File: src/rtl/alu_mdu_pkg.sv
// alu_mdu_pkg: operation codes, FSM states and multi-cycle op classification for alu_mdu.
// The multi-cycle set includes DIV/REM only when ALU_MDU_DIV_EN is defined.
package alu_mdu_pkg;

    localparam logic [4:0] OP_ADD      = 5'd0;
    localparam logic [4:0] OP_SUB      = 5'd1;
    localparam logic [4:0] OP_AND      = 5'd2;
    localparam logic [4:0] OP_OR       = 5'd3;
    localparam logic [4:0] OP_XOR      = 5'd4;
    localparam logic [4:0] OP_NOR      = 5'd5;
    localparam logic [4:0] OP_SLL      = 5'd6;
    localparam logic [4:0] OP_SRL      = 5'd7;
    localparam logic [4:0] OP_SRA      = 5'd8;
    localparam logic [4:0] OP_SLT      = 5'd9;
    localparam logic [4:0] OP_SHL_HALF = 5'd10;
    localparam logic [4:0] OP_MUL      = 5'd11;
    localparam logic [4:0] OP_MULH     = 5'd12;
    localparam logic [4:0] OP_DIV      = 5'd13;
    localparam logic [4:0] OP_REM      = 5'd14;

    typedef enum logic [1:0] {
        IDLE = 2'd0,
        BUSY = 2'd1,
        DONE = 2'd2
    } state_t;

    function automatic logic is_multi(input logic [4:0] op);
`ifdef ALU_MDU_DIV_EN
        return (op >= OP_MUL) && (op <= OP_REM);
`else
        return (op == OP_MUL) || (op == OP_MULH);
`endif
    endfunction

endpackage

File: src/rtl/alu_mdu_iter.sv
// alu_mdu_iter: shared iterative datapath, one shift-add (multiply) or restoring-subtract
// (divide) step per cycle on magnitudes. Divide logic exists only with ALU_MDU_DIV_EN.
module alu_mdu_iter #(
    parameter int WIDTH = 32
) (
    input  logic             clk,
    input  logic             reset,
    input  logic             start,
    input  logic             step,
    input  logic             is_div,
    input  logic [WIDTH-1:0] a,
    input  logic [WIDTH-1:0] b,
    output logic             last,
    output logic [WIDTH-1:0] next_hi,
    output logic [WIDTH-1:0] next_lo
);
    localparam int CW = $clog2(WIDTH);

    // hi: upper product half / partial remainder; lo: multiplier / quotient bits
    logic [CW-1:0]    count;
    logic [WIDTH-1:0] hi;
    logic [WIDTH-1:0] lo;
    logic [WIDTH-1:0] op_b;
    logic [WIDTH:0]   mul_sum;

    assign mul_sum = {1'b0, hi} + ({(WIDTH+1){lo[0]}} & {1'b0, op_b});

`ifdef ALU_MDU_DIV_EN
    logic [WIDTH:0]   shifted;
    logic [WIDTH-1:0] diff;
    logic             fits;

    // When fits, the difference is below op_b, so the low WIDTH bits are exact
    assign shifted = {hi, lo[WIDTH-1]};
    assign fits    = shifted >= {1'b0, op_b};
    assign diff    = shifted[WIDTH-1:0] - op_b;

    always_comb begin
        next_hi = mul_sum[WIDTH:1];
        next_lo = {mul_sum[0], lo[WIDTH-1:1]};
        if (is_div) begin
            next_hi = fits ? diff : shifted[WIDTH-1:0];
            next_lo = {lo[WIDTH-2:0], fits};
        end
    end
`else
    logic unused_div;
    assign unused_div = is_div;
    assign next_hi    = mul_sum[WIDTH:1];
    assign next_lo    = {mul_sum[0], lo[WIDTH-1:1]};
`endif

    always_ff @(posedge clk) begin
        if (!reset) begin
            count <= '0;
            hi    <= '0;
            lo    <= '0;
            op_b  <= '0;
        end else if (start) begin
            count <= '0;
            hi    <= '0;
            lo    <= a;
            op_b  <= b;
        end else if (step) begin
            count <= count + 1'b1;
            hi    <= next_hi;
            lo    <= next_lo;
        end
    end

    assign last = step && (count == CW'(WIDTH - 1));

endmodule

File: src/rtl/alu_mdu.sv
// alu_mdu: registered single-cycle ALU plus iterative multiply/divide behind valid/ready.
// Define ALU_MDU_DIV_EN to build the divider; otherwise DIV/REM finish in one cycle with out=0.
module alu_mdu
    import alu_mdu_pkg::*;
#(
    parameter int WIDTH     = 32,
    parameter int SHAMT_LSB = 6
) (
    input  logic             clk,
    input  logic             reset,
    input  logic             in_valid,
    output logic             in_ready,
    input  logic [4:0]       ALUCtrl,
    input  logic             Sign,
    input  logic [WIDTH-1:0] in1,
    input  logic [WIDTH-1:0] in2,
    output logic             out_valid,
    output logic [WIDTH-1:0] out,
    output logic             zero,
    output logic             div_by_zero,
    output state_t           state
);
    // Handshake: a request transfers on a rising edge where in_valid && in_ready; in_valid is
    // ignored otherwise. out_valid is a one-cycle pulse with no back-pressure on the result side.
    localparam int SW = $clog2(WIDTH);

    logic [SW-1:0]      shamt;
    logic               lt;
    logic [WIDTH-1:0]   sc_result;
    logic               sign_a;
    logic               sign_b;
    logic [WIDTH-1:0]   a_mag;
    logic [WIDTH-1:0]   b_mag;
    logic               start;
    logic               step;
    logic               last;
    logic [WIDTH-1:0]   next_hi;
    logic [WIDTH-1:0]   next_lo;
    logic [4:0]         op_q;
    logic               neg_q;
    logic               neg_rem_q;
    logic               dbz_q;
    logic               is_div_q;
    logic [2*WIDTH-1:0] prod;
    logic [2*WIDTH-1:0] prod_fix;
    logic [WIDTH-1:0]   mc_result;

    assign shamt = in2[SHAMT_LSB +: SW];
    assign lt    = Sign ? ($signed(in1) < $signed(in2)) : (in1 < in2);

    always_comb begin
        sc_result = '0;
        case (ALUCtrl)
            OP_ADD:      sc_result = in1 + in2;
            OP_SUB:      sc_result = in1 - in2;
            OP_AND:      sc_result = in1 & in2;
            OP_OR:       sc_result = in1 | in2;
            OP_XOR:      sc_result = in1 ^ in2;
            OP_NOR:      sc_result = ~(in1 | in2);
            OP_SLL:      sc_result = in1 << shamt;
            OP_SRL:      sc_result = in1 >> shamt;
            OP_SRA:      sc_result = $signed(in1) >>> shamt;
            OP_SLT:      sc_result = {{(WIDTH-1){1'b0}}, lt};
            OP_SHL_HALF: sc_result = in1 << (WIDTH / 2);
            default:     sc_result = '0;
        endcase
    end

    // The iterative unit works on magnitudes; signs are reapplied when the result is written
    assign sign_a = Sign & in1[WIDTH-1];
    assign sign_b = Sign & in2[WIDTH-1];
    assign a_mag  = sign_a ? -in1 : in1;
    assign b_mag  = sign_b ? -in2 : in2;

    assign start    = (state == IDLE) && in_valid && is_multi(ALUCtrl);
    assign step     = (state == BUSY);
    assign is_div_q = (op_q == OP_DIV) || (op_q == OP_REM);

    alu_mdu_iter #(.WIDTH(WIDTH)) u_iter (
        .clk     (clk),
        .reset   (reset),
        .start   (start),
        .step    (step),
        .is_div  (is_div_q),
        .a       (a_mag),
        .b       (b_mag),
        .last    (last),
        .next_hi (next_hi),
        .next_lo (next_lo)
    );

    assign prod     = {next_hi, next_lo};
    assign prod_fix = neg_q ? -prod : prod;

    always_comb begin
        mc_result = '0;
        case (op_q)
            OP_MUL:  mc_result = prod_fix[WIDTH-1:0];
            OP_MULH: mc_result = prod_fix[2*WIDTH-1:WIDTH];
            OP_DIV:  mc_result = dbz_q ? '1 : (neg_q ? -next_lo : next_lo);
            default: mc_result = neg_rem_q ? -next_hi : next_hi;
        endcase
    end

    always_ff @(posedge clk) begin
        if (!reset) begin
            state       <= IDLE;
            in_ready    <= 1'b1;
            out_valid   <= 1'b0;
            out         <= '0;
            div_by_zero <= 1'b0;
            op_q        <= '0;
            neg_q       <= 1'b0;
            neg_rem_q   <= 1'b0;
            dbz_q       <= 1'b0;
        end else begin
            out_valid   <= 1'b0;
            div_by_zero <= 1'b0;
            case (state)
                IDLE: begin
                    if (in_valid) begin
                        if (is_multi(ALUCtrl)) begin
                            state     <= BUSY;
                            in_ready  <= 1'b0;
                            op_q      <= ALUCtrl;
                            neg_q     <= sign_a ^ sign_b;
                            neg_rem_q <= sign_a;
                            dbz_q     <= (in2 == '0) &&
                                         ((ALUCtrl == OP_DIV) || (ALUCtrl == OP_REM));
                        end else begin
                            out       <= sc_result;
                            out_valid <= 1'b1;
                        end
                    end
                end
                // The final iteration's value is corrected and written so out_valid lands in DONE
                BUSY: begin
                    if (last) begin
                        state       <= DONE;
                        out         <= mc_result;
                        out_valid   <= 1'b1;
                        div_by_zero <= dbz_q;
                    end
                end
                DONE: begin
                    state    <= IDLE;
                    in_ready <= 1'b1;
                end
                default: state <= IDLE;
            endcase
        end
    end

    assign zero = (out == '0);

endmodule

File: config.mk
export PLATFORM = sky130hd
export DESIGN_NAME = alu_mdu
export DESIGN_NICKNAME = d
export VERILOG_FILES = /design/src/rtl/alu_mdu_pkg.sv /design/src/rtl/alu_mdu_iter.sv /design/src/rtl/alu_mdu.sv
export SDC_FILE = /design/constraint.sdc
export NUM_CORES = 1
export LEC_CHECK = 0
export CAP_MARGIN = 10
export CORE_UTILIZATION = 40
export CTS_CLUSTER_SIZE = 25
export DETAILED_ROUTE_END_ITERATION = 6
export PLACE_DENSITY = 0.62
export SLEW_MARGIN = 40
export SYNTH_ARGS = -nofsm -noshare
export SYNTH_HDL_FRONTEND = slang
export SYNTH_HIERARCHICAL = 1
export SYNTH_SLANG_ARGS = --single-unit
File: constraint.sdc
create_clock -name clk -period 8.4 [get_ports clk]
set_clock_uncertainty 0.1 [all_clocks]
set_input_delay 1.26 -clock clk [delete_from_list [all_inputs] [get_ports clk]]
set_output_delay 1.26 -clock clk [all_outputs]
set_load 0.02 [all_outputs]
# After elaboration in Yosys (flattened, before gate mapping)
# Cells that the tools add are included.
[classes]
shift = 3
eq_ne = 24
addsub = 9
n_bitwise = 9
magnitude_cmp = 2
reduce_logical = 19
n_mux = 26
[ops]
columns = ["operator", "n"]
rows = [
  ["32-bit case mux with 11 select lines", 1],
  ["32-bit two-way mux", 10],
  ["32-bit negation", 4],
  ["32-bit case mux with 3 select lines", 1],
  ["32-bit logical NOT", 2],
  ["32-bit less-than comparator", 2],
  ["64-bit two-way mux", 1],
  ["64-bit negation", 1],
  ["32-bit case mux with 2 select lines", 1],
  ["5-bit by 4-bit == test with 1-bit output (second input constant)", 10],
  ["32-bit by 33-bit adder with 33-bit output", 1],
  ["33-bit by 32-bit AND with 33-bit output", 1],
  ["32-bit adder", 1],
  ["32-bit AND", 1],
  ["32-bit NOT", 1],
  ["32-bit bitwise OR", 1],
  ["32-bit by 5-bit left shift with 32-bit output", 1],
  ["32-bit by 5-bit >> shifter with 32-bit output", 1],
  ["32-bit by 5-bit >>> shifter with 32-bit output", 1],
  ["32-bit subtractor", 1],
  ["32-bit bitwise XOR", 1],
  ["5-bit by 3-bit == test with 1-bit output (second input constant)", 4],
  ["3-bit AND reduction", 4],
  ["5-bit by 2-bit == test with 1-bit output (second input constant)", 2],
  ["other kinds (21)", 38],
]
[totals]
in_bits = 73
word_cells = 105
reg_bits = 146

# Longest topological paths before layout
# Gate-level depths: netlist of run 1.
[depth]
ltp_word = 8
ltp_mapped = 20
ltp_nobuf = 19

# By module
# The synthesis of run 1 kept the hierarchy.
[by_module_without_submodules]
columns = ["module", "instances", "seq_area_each_um2", "area_per_inst_um2", "cells_per_inst"]
rows = [
  ["alu_mdu", 1, 900.9, 14475.1, 2198],
  ["alu_mdu_iter", 1, 2021.9, 6287.3, 728],
]

# Worst setup path after synthesis of run 1
# No wires, ideal clock.
[synth_path]
path_kind = "input to register"
start = "input in2[8]"
end = "register out[24]"
stages = 16
n_path_buf = 4
path_slack_ns = 2.877
arrival_ns = 5.301
setup_ns = 0.122
path_cell_list = "inv_1 -> buf_1 -> clkbuf_1 -> buf_1 -> ha_1 -> clkbuf_1 -> or4_1 -> o21bai_1 -> o211ai_1 -> o21ai_1 -> o31a_1 -> nor4_1 -> mux2_2 -> nand2_1 -> o211ai_1 -> a221o_1"
[synth_between]
elab_chain_cells = 5
word_cells_on_any_way = 9
classes_between = "add/sub: 2; shift: 3; mux: 4"
[synth_lines]
columns = ["item", "line_no", "source"]
rows = [
  ["from (decl)", "alu_mdu.sv:16", "input logic [WIDTH-1:0] in2,"],
  ["32-bit subtractor, or another cell as far along", "alu_mdu.sv:55", "OP_SUB: sc_result = in1 - in2;"],
  ["32-bit case mux with 11 select lines (*)", "alu_mdu.sv:53", "case (ALUCtrl)"],
  ["32-bit two-way mux (*)", "alu_mdu.sv:122", "if (is_multi(ALUCtrl)) begin"],
  ["32-bit two-way mux (*)", "alu_mdu.sv:121", "if (in_valid) begin"],
  ["32-bit case mux with 2 select lines (*)", "alu_mdu.sv:119", "case (state)"],
  ["to (signal assigned)", "alu_mdu.sv:131", "out <= sc_result;"],
  ["to (signal assigned)", "alu_mdu.sv:140", "out <= mc_result;"],
  ["to (decl)", "alu_mdu.sv:18", "output logic [WIDTH-1:0] out,"],
]
# Mark *: on every way between the ends. The rest lies on a longest branch, timed or not. The select of a mux whose other input is x is not followed.
# A chain may end at the register's enable or synchronous reset.

# Final worst setup path of run 1
[layout_path]
start = "register u_iter.lo[0]"
end = "register out[25]"
[layout_between]
elab_chain_cells = 7
word_cells_on_any_way = 9
classes_between = "add/sub: 3; mux: 5; bitwise: 1"
[layout_lines]
columns = ["item", "line_no", "source"]
rows = [
  ["from (decl)", "alu_mdu_iter.sv:22", "logic [WIDTH-1:0] lo;"],
  ["from (signal assigned)", "alu_mdu_iter.sv:67", "lo <= next_lo;"],
  ["33-bit by 32-bit AND with 33-bit output (*)", "alu_mdu_iter.sv:26", "assign mul_sum = {1'b0, hi} + ({(WIDTH+1){lo[0]}} & {1'b0, op_b});"],
  ["32-bit by 33-bit adder with 33-bit output (*)", "alu_mdu_iter.sv:26", ""],
  ["via next_hi[11]", "alu_mdu.sv:37", "logic [WIDTH-1:0] next_hi;"],
  ["64-bit negation / 32-bit negation (equally long branches)", "alu_mdu.sv:93, alu_mdu.sv:101", ""],
  ["64-bit two-way mux / 32-bit two-way mux (equally long branches)", "alu_mdu.sv:93, alu_mdu.sv:101", ""],
  ["32-bit case mux with 3 select lines (*)", "alu_mdu.sv:97", "case (op_q)"],
  ["32-bit two-way mux (*)", "alu_mdu.sv:138", "if (last) begin"],
  ["32-bit case mux with 2 select lines (*)", "alu_mdu.sv:119", ""],
]
# Mark *: on every way through the listed nets, which the timed path passes. The rest lies on a longest branch. The select of a mux whose other input is x is not followed.

==> results.py, run 1 <==
metrics = {
    "placed_design": {
        "port_buffers": 110,
        "hpwl_um": 76860,
        "globalplace.congestion": 1.025,
    },
    "clock_tree": {
        "cts_hold_buf": 0,
        "cts_resized": 0,
        "cts-root-buf": "clkbuf_16",
        "htree_num_levels": 4,
        "cts_max_path_buffers": 2,
        "cts_tree": "built",
        "insertion_delay_ps": 460,
        "postCtsSetupBuffers": 0,
        "clock_sinks": 146,
        "numCtsBuffers": 17,
        "path_clk_slew_ps": 70,
    },
    "grt": {
        "grt_pass1_wl_um": 144800,
        "antenna_found_initial": 1,
        "first_global_vias": 21660,
        "grt_max_degree": 82,
        "grt_use_total": 0.3643,
        "grt-ovfl-total": 0,
    },
    "synth": {
        "synthCells": 2924,
        "yosys_warnings": 6,
        "synth_nets": 3140,
        "syn-cell-area_sq_um": 20750,
        "avgSynthCellArea_sq_um": 7.096,
    },
    "power": {
        "p_leak_nw": 8.914,
        "p_per_area_nw_per_um2": 109.0,
        "power_mw": 2.477,
        "peakVddDrop_uv": 162.7,
    },
    "run_status": {
        "outcome": "finished, final reports clean",
    },
    "routing": {
        "drt_iter0_drc": 2568,
        "wl_per_cell_um": 27.99,
        "postRouteAntennaNets": 0,
        "num_vias": 23400,
        "drt_first_pass_iters": 6,
        "routed_wl_um": 99560,
        "drc": 0,
        "via_per_inst": 6.578,
    },
    "sta": {
        "period_needed_ps": 5982,
        "setup_viol": 0,
        "slew_headroom": 0.3934,
        "tns_ps": 0,
        "clock.fmax_ghz": 0.1672,
        "period_share": 0.7122,
        "worstMarginPinSlew_ps": 900.3,
        "drv_slew": 0,
        "finalHoldViolations": 0,
        "rsz0062_at_grt": "no",
    },
    "floorplanning": {
        "core_area_sq_um": 51300,
        "die_x_um": 229.8,
        "die-area_sq_um": 52790,
        "start_util": 0.4045,
        "dieHeight_um": 229.8,
        "rows": 83,
        "io-pin-count": 111,
    },
    "critical_path": {
        "worstPathRequired_ps": 8610,
        "path_cells": "and2_1, ha_1, fa_1, a21o_1, a221oi_2, a21oi_2, nand2b_1, a31oi_1, xnor2_1, nor4_1, nand2b_1, or4_1, or3_1, o21ai_0, xor2_1, o22ai_1, o31ai_1, a21oi_1",
        "reg2reg_from": "u_iter/lo[0]",
        "end_kind": "flop",
        "critical_path_class": "flop to flop",
        "critPathSlowestCell": "or4_1",
        "start_kind": "flop",
        "worst_ep_arrival_time_ps": 6190,
        "worst_path_largest_cell_delay_ps": 610,
        "cp_common_cell": "nand2b_1",
        "crit_family": "simple AND/OR/NAND/NOR gates",
        "cp_num_buf_inv": 0,
        "path_max_fanout": 33,
        "startpoint": "u_iter/lo[0]",
    },
    "flow_run": {
        "max_cap_viol_count": 0,
    },
    "final_layout": {
        "nNetsFinal": 3079,
        "syn_to_final_growth_pct": 9.473,
        "drive_above_1_share": 0.06957,
    },
    "worst_hold_path": {
        "hp-class": "flop to flop",
        "hold_start": "op_q[3]",
    },
}
worst register-to-register path, stage by stage, from the launching register on:
cell and delay, ps:
dfxtp_2 490, and2_1 250, ha_1 230, fa_1 440
a21o_1 220, a221oi_2 430, a21oi_2 160, nand2b_1 230
a31oi_1 230, xnor2_1 240, nor4_1 570, nand2b_1 170
or4_1 610, or3_1 370, o21ai_0 200, xor2_1 180
o22ai_1 90, o31ai_1 490, a21oi_1 120
routing by layer:
metal | GRT usage | share of wire | vias to the layer above
met5 | 0 | 0 | -
met2 | 0.5778 | 0.44 | 1359
met3 | 0.04874 | 0.086 | 255
met1 | 0.4846 | 0.42 | 11250
met4 | 0.1772 | 0.052 | 0
li1 | - | - | 10540
final timing paths:
| check | to | slack, ps | cells after the start |
|---|---|---|---|
| min reg2reg | op_q[3] | 360 | 1 |
| max | out[25] | 2420 | 18 |
| max reg2reg | out[25] | 2420 | 18 |
| min | op_q[3] | 360 | 1 |
through the flow:
stage	cell area [sq um]	utilization	hold slack, ps	setup slack [ps]	instances
finish	22720	0.4428	360.3	2418	3557
global route	22710	0.4427	387.8	2162	3555
CTS	22700	0.4425	361.0	2545	3555
detailed placement	22110	0.4310	345.3	2331	3524
global placement	22070	0.4303	347.1	2356	3523
floorplan	20750	-	332.8	2877	2924
cell usage in the layout, fill, tap and decap left out, types with 24 or more instances in the layout:
cell type and count:
nand3_1 58, nor2b_1 51, o211ai_1 31, a211oi_1 31, and2_1 81, mux2i_1 159, nor4_1 31, nor2_1 226
clkdlybuf4s50_1 104, buf_4 60, a221oi_1 35, inv_1 108, xor2_1 58, a21o_1 38, xnor2_1 110, a21oi_1 242
o31ai_1 34, nand2_1 278, a31oi_1 43, nor3_1 49, ha_1 140, or3_1 24, o21ai_0 263, dfxtp_1 144
nand4_1 37
registers in the layout (all words and copies together), names as in the netlist, 2 cells and up:
signal / count
u_iter/lo: 32
out: 32
u_iter/hi: 32
u_iter/count: 5
u_iter/op_b: 32
op_q: 5
state: 2
power by group:
group	internal, mW	switching, mW
combinational	0.314	0.645
clock	0.448	0.340
sequential	0.708	0.0208
cell type report:
type                            count  area [sq um]
Timing Repair Buffer              171          1533
Tap cell                          680         850.8
Multi-Input combinational cell   2415         16390
Clock inverter                     13         150.1
Antenna cell                        2         5.005
Sequential cell                   146          2925
Inverter                          112         424.2
Fill cell                        5344         28590
Clock buffer                       18         439.2
Note: power is estimated with default switching activity, not from simulation.
==> run 2, diff against run 1 <==
--- a/config.mk
+++ b/config.mk
@@ -9,7 +9,7 @@
 export CORE_UTILIZATION = 40
 export CTS_CLUSTER_SIZE = 25
 export DETAILED_ROUTE_END_ITERATION = 6
-export PLACE_DENSITY = 0.62
+export PLACE_DENSITY = 0.64
 export SLEW_MARGIN = 40
 export SYNTH_ARGS = -nofsm -noshare
 export SYNTH_HDL_FRONTEND = slang
==> constraint.sdc (replaced) <==
create_clock -name clk -period 5.5 [get_ports clk]
set_clock_uncertainty 0.1 [all_clocks]
set_input_delay 0.825 -clock clk [delete_from_list [all_inputs] [get_ports clk]]
set_output_delay 0.825 -clock clk [all_outputs]
set_load 0.02 [all_outputs]
==> results.py, run 2 (same netlist as run 1, synthesis figures left out) <==
metrics = {
    "sta": {
        "finalHoldViolations": 0,
        "setup_viol": 0,
        "clock.fmax_ghz": 0.1883,
        "tns_ps": 0,
        "fin_hold_ws_ps": 382.3,
        "period_share": 0.9656,
        "drv_slew": 0,
        "slew_headroom": 0.3869,
        "rsz0062_at_grt": "no",
        "period_needed_ps": 5311,
        "worstMarginPinSlew_ps": 911.3,
    },
    "grt": {
        "grt-ovfl-total": 0,
        "grt_pass1_wl_um": 162300,
        "antenna_found_initial": 14,
        "first_global_vias": 22830,
        "grt_max_degree": 90,
        "grt_use_total": 0.4185,
    },
    "clock_tree": {
        "numCtsBuffers": 17,
        "cts_max_path_buffers": 2,
        "htree_num_levels": 4,
        "insertion_delay_ps": 470,
        "postCtsSetupBuffers": 0,
        "cts-root-buf": "clkbuf_16",
        "clock_sinks": 146,
        "cts_tree": "built",
        "path_clk_slew_ps": 80,
    },
    "floorplanning": {
        "dieHeight_um": 229.8,
        "die-area_sq_um": 52790,
        "start_util": 0.4045,
        "rows": 83,
        "io-pin-count": 111,
        "die_x_um": 229.8,
        "core_area_sq_um": 51300,
    },
    "power": {
        "p_leak_nw": 9.744,
        "power_mw": 3.984,
        "peakVddDrop_uv": 236.3,
        "p_per_area_nw_per_um2": 166.0,
    },
    "critical_path": {
        "crit_family": "simple AND/OR/NAND/NOR gates",
        "cp_num_buf_inv": 2,
        "r2r_setup_slack_ps": 190,
        "path_cells": "buf_4, and2_1, fa_1, a21o_1, a221oi_2, a21oi_2, nand2b_1, a31oi_1, xnor2_1, nor4_1, buf_4, nand2b_1, or3_1, or3_1, or4_1, o21ai_1, a21oi_1, a22oi_1, o21ai_1, a21oi_1",
        "worst_path_largest_cell_delay_ps": 480,
        "worst_ep_arrival_time_ps": 5610,
        "critical_path_class": "flop to flop",
        "critPathSlowestCell": "or4_1",
        "start_kind": "flop",
        "path_max_fanout": 32,
        "worstPathRequired_ps": 5800,
        "end_kind": "flop",
    },
    "worst_hold_path": {
        "hp-class": "flop to flop",
    },
    "final_layout": {
        "final_common_cell": "nand2_1",
        "area.sequential_sq_um": 2924,
        "syn_to_final_growth_pct": 15.69,
        "mostFrequentLayoutCells": "278 x nand2_1, 262 x o21ai_0, 242 x a21oi_1, 226 x nor2_1, 211 x buf_4",
        "multi_input_area_sq_um": 16390,
        "nNetsFinal": 3234,
        "drive_above_1_share": 0.1175,
        "fillers": 5305,
        "fin_area_sq_um": 24010,
    },
    "placed_design": {
        "hpwl_um": 91610,
        "globalplace.congestion": 1.055,
        "port_buffers": 110,
        "place_area_sq_um": 23330,
    },
    "run_status": {
        "outcome": "finished, final reports clean",
    },
    "routing": {
        "drc": 0,
        "postRouteAntennaNets": 0,
        "drt_iter0_drc": 3337,
        "num_vias": 24690,
        "wl_per_cell_um": 30.73,
        "drt_first_pass_iters": 6,
        "via_per_inst": 6.638,
        "routed_wl_um": 114300,
    },
    "flow_run": {
        "max_cap_viol_count": 0,
    },
}
==> run 2: changes by cell type in the layout (fill, tap and decap cells not counted), moves of 2 or more <==
| cell | change |
|---|---|
| and2_0 | +2 |
| and2_1 | -3 |
| buf_12 | +6 |
| buf_4 | +151 |
| bufinv_16 | -2 |
| clkinv_4 | -2 |
| clkinv_8 | +8 |
| clkinvlp_4 | -2 |
| diode_2 | +6 |
| inv_6 | -2 |
| inv_8 | +2 |
==> run 2: where the power goes <==
part | switching, mW | total (mW) | internal, mW
registers | 0.0335 | 1.11 | 1.08
logic | 1.07 | 1.63 | 0.565
clock network | 0.616 | 1.24 | 0.622
==> run 2: metal layers <==
metal / GRT usage / routed length, um / share of wire / up-vias
met2: 0.6522 / 49630 / 0.43 / 1565
met3: 0.07031 / 10360 / 0.091 / 343
met5: 0 / 50 / 0.00044 / -
met1: 0.5397 / 46280 / 0.40 / 11910
li1: - / - / - / 10860
met4: 0.2510 / 7962 / 0.070 / 8
==> run 2: metrics by stage <==
| step | worst slack (ps) | util | instances |
|---|---|---|---|
| finish | 189.2 | 0.4679 | 3719 |
| global placement | 278.1 | 0.4547 | 3679 |
| detailed placement | 245.3 | 0.4547 | 3679 |
| global route | 16.91 | 0.4679 | 3719 |
| floorplan | 411.9 | - | 2924 |
| CTS | 290.4 | 0.4670 | 3711 |
==> run 2: layout make-up <==
| class | instances | share of cell area |
|---|---|---|
| sequential | 146 | 0.1218 |
| tap | 680 | 0.03544 |
| clock buffer | 17 | 0.01772 |
| inverter | 112 | 0.01767 |
| timing repair buffer | 326 | 0.1154 |
| antenna | 8 | 0.0008339 |
| multi-input combinational | 2415 | 0.6826 |
| clock inverter | 15 | 0.008496 |
==> run 2: repair_timing <==
item | 4_1_cts | 5_1_grt
setup endpoints to repair | 0 | 2
gates resized for setup | 0 | 4
hold buffers | 0 | 0
==> run 2: final timing paths <==
kind,startpoint,endpoint,cells after the start
hold / removal,op_q[3],op_q[3],1
setup / recovery,u_iter/lo[0],out[31],20
hold reg to reg,op_q[3],op_q[3],1
setup reg to reg,u_iter/lo[0],out[31],20
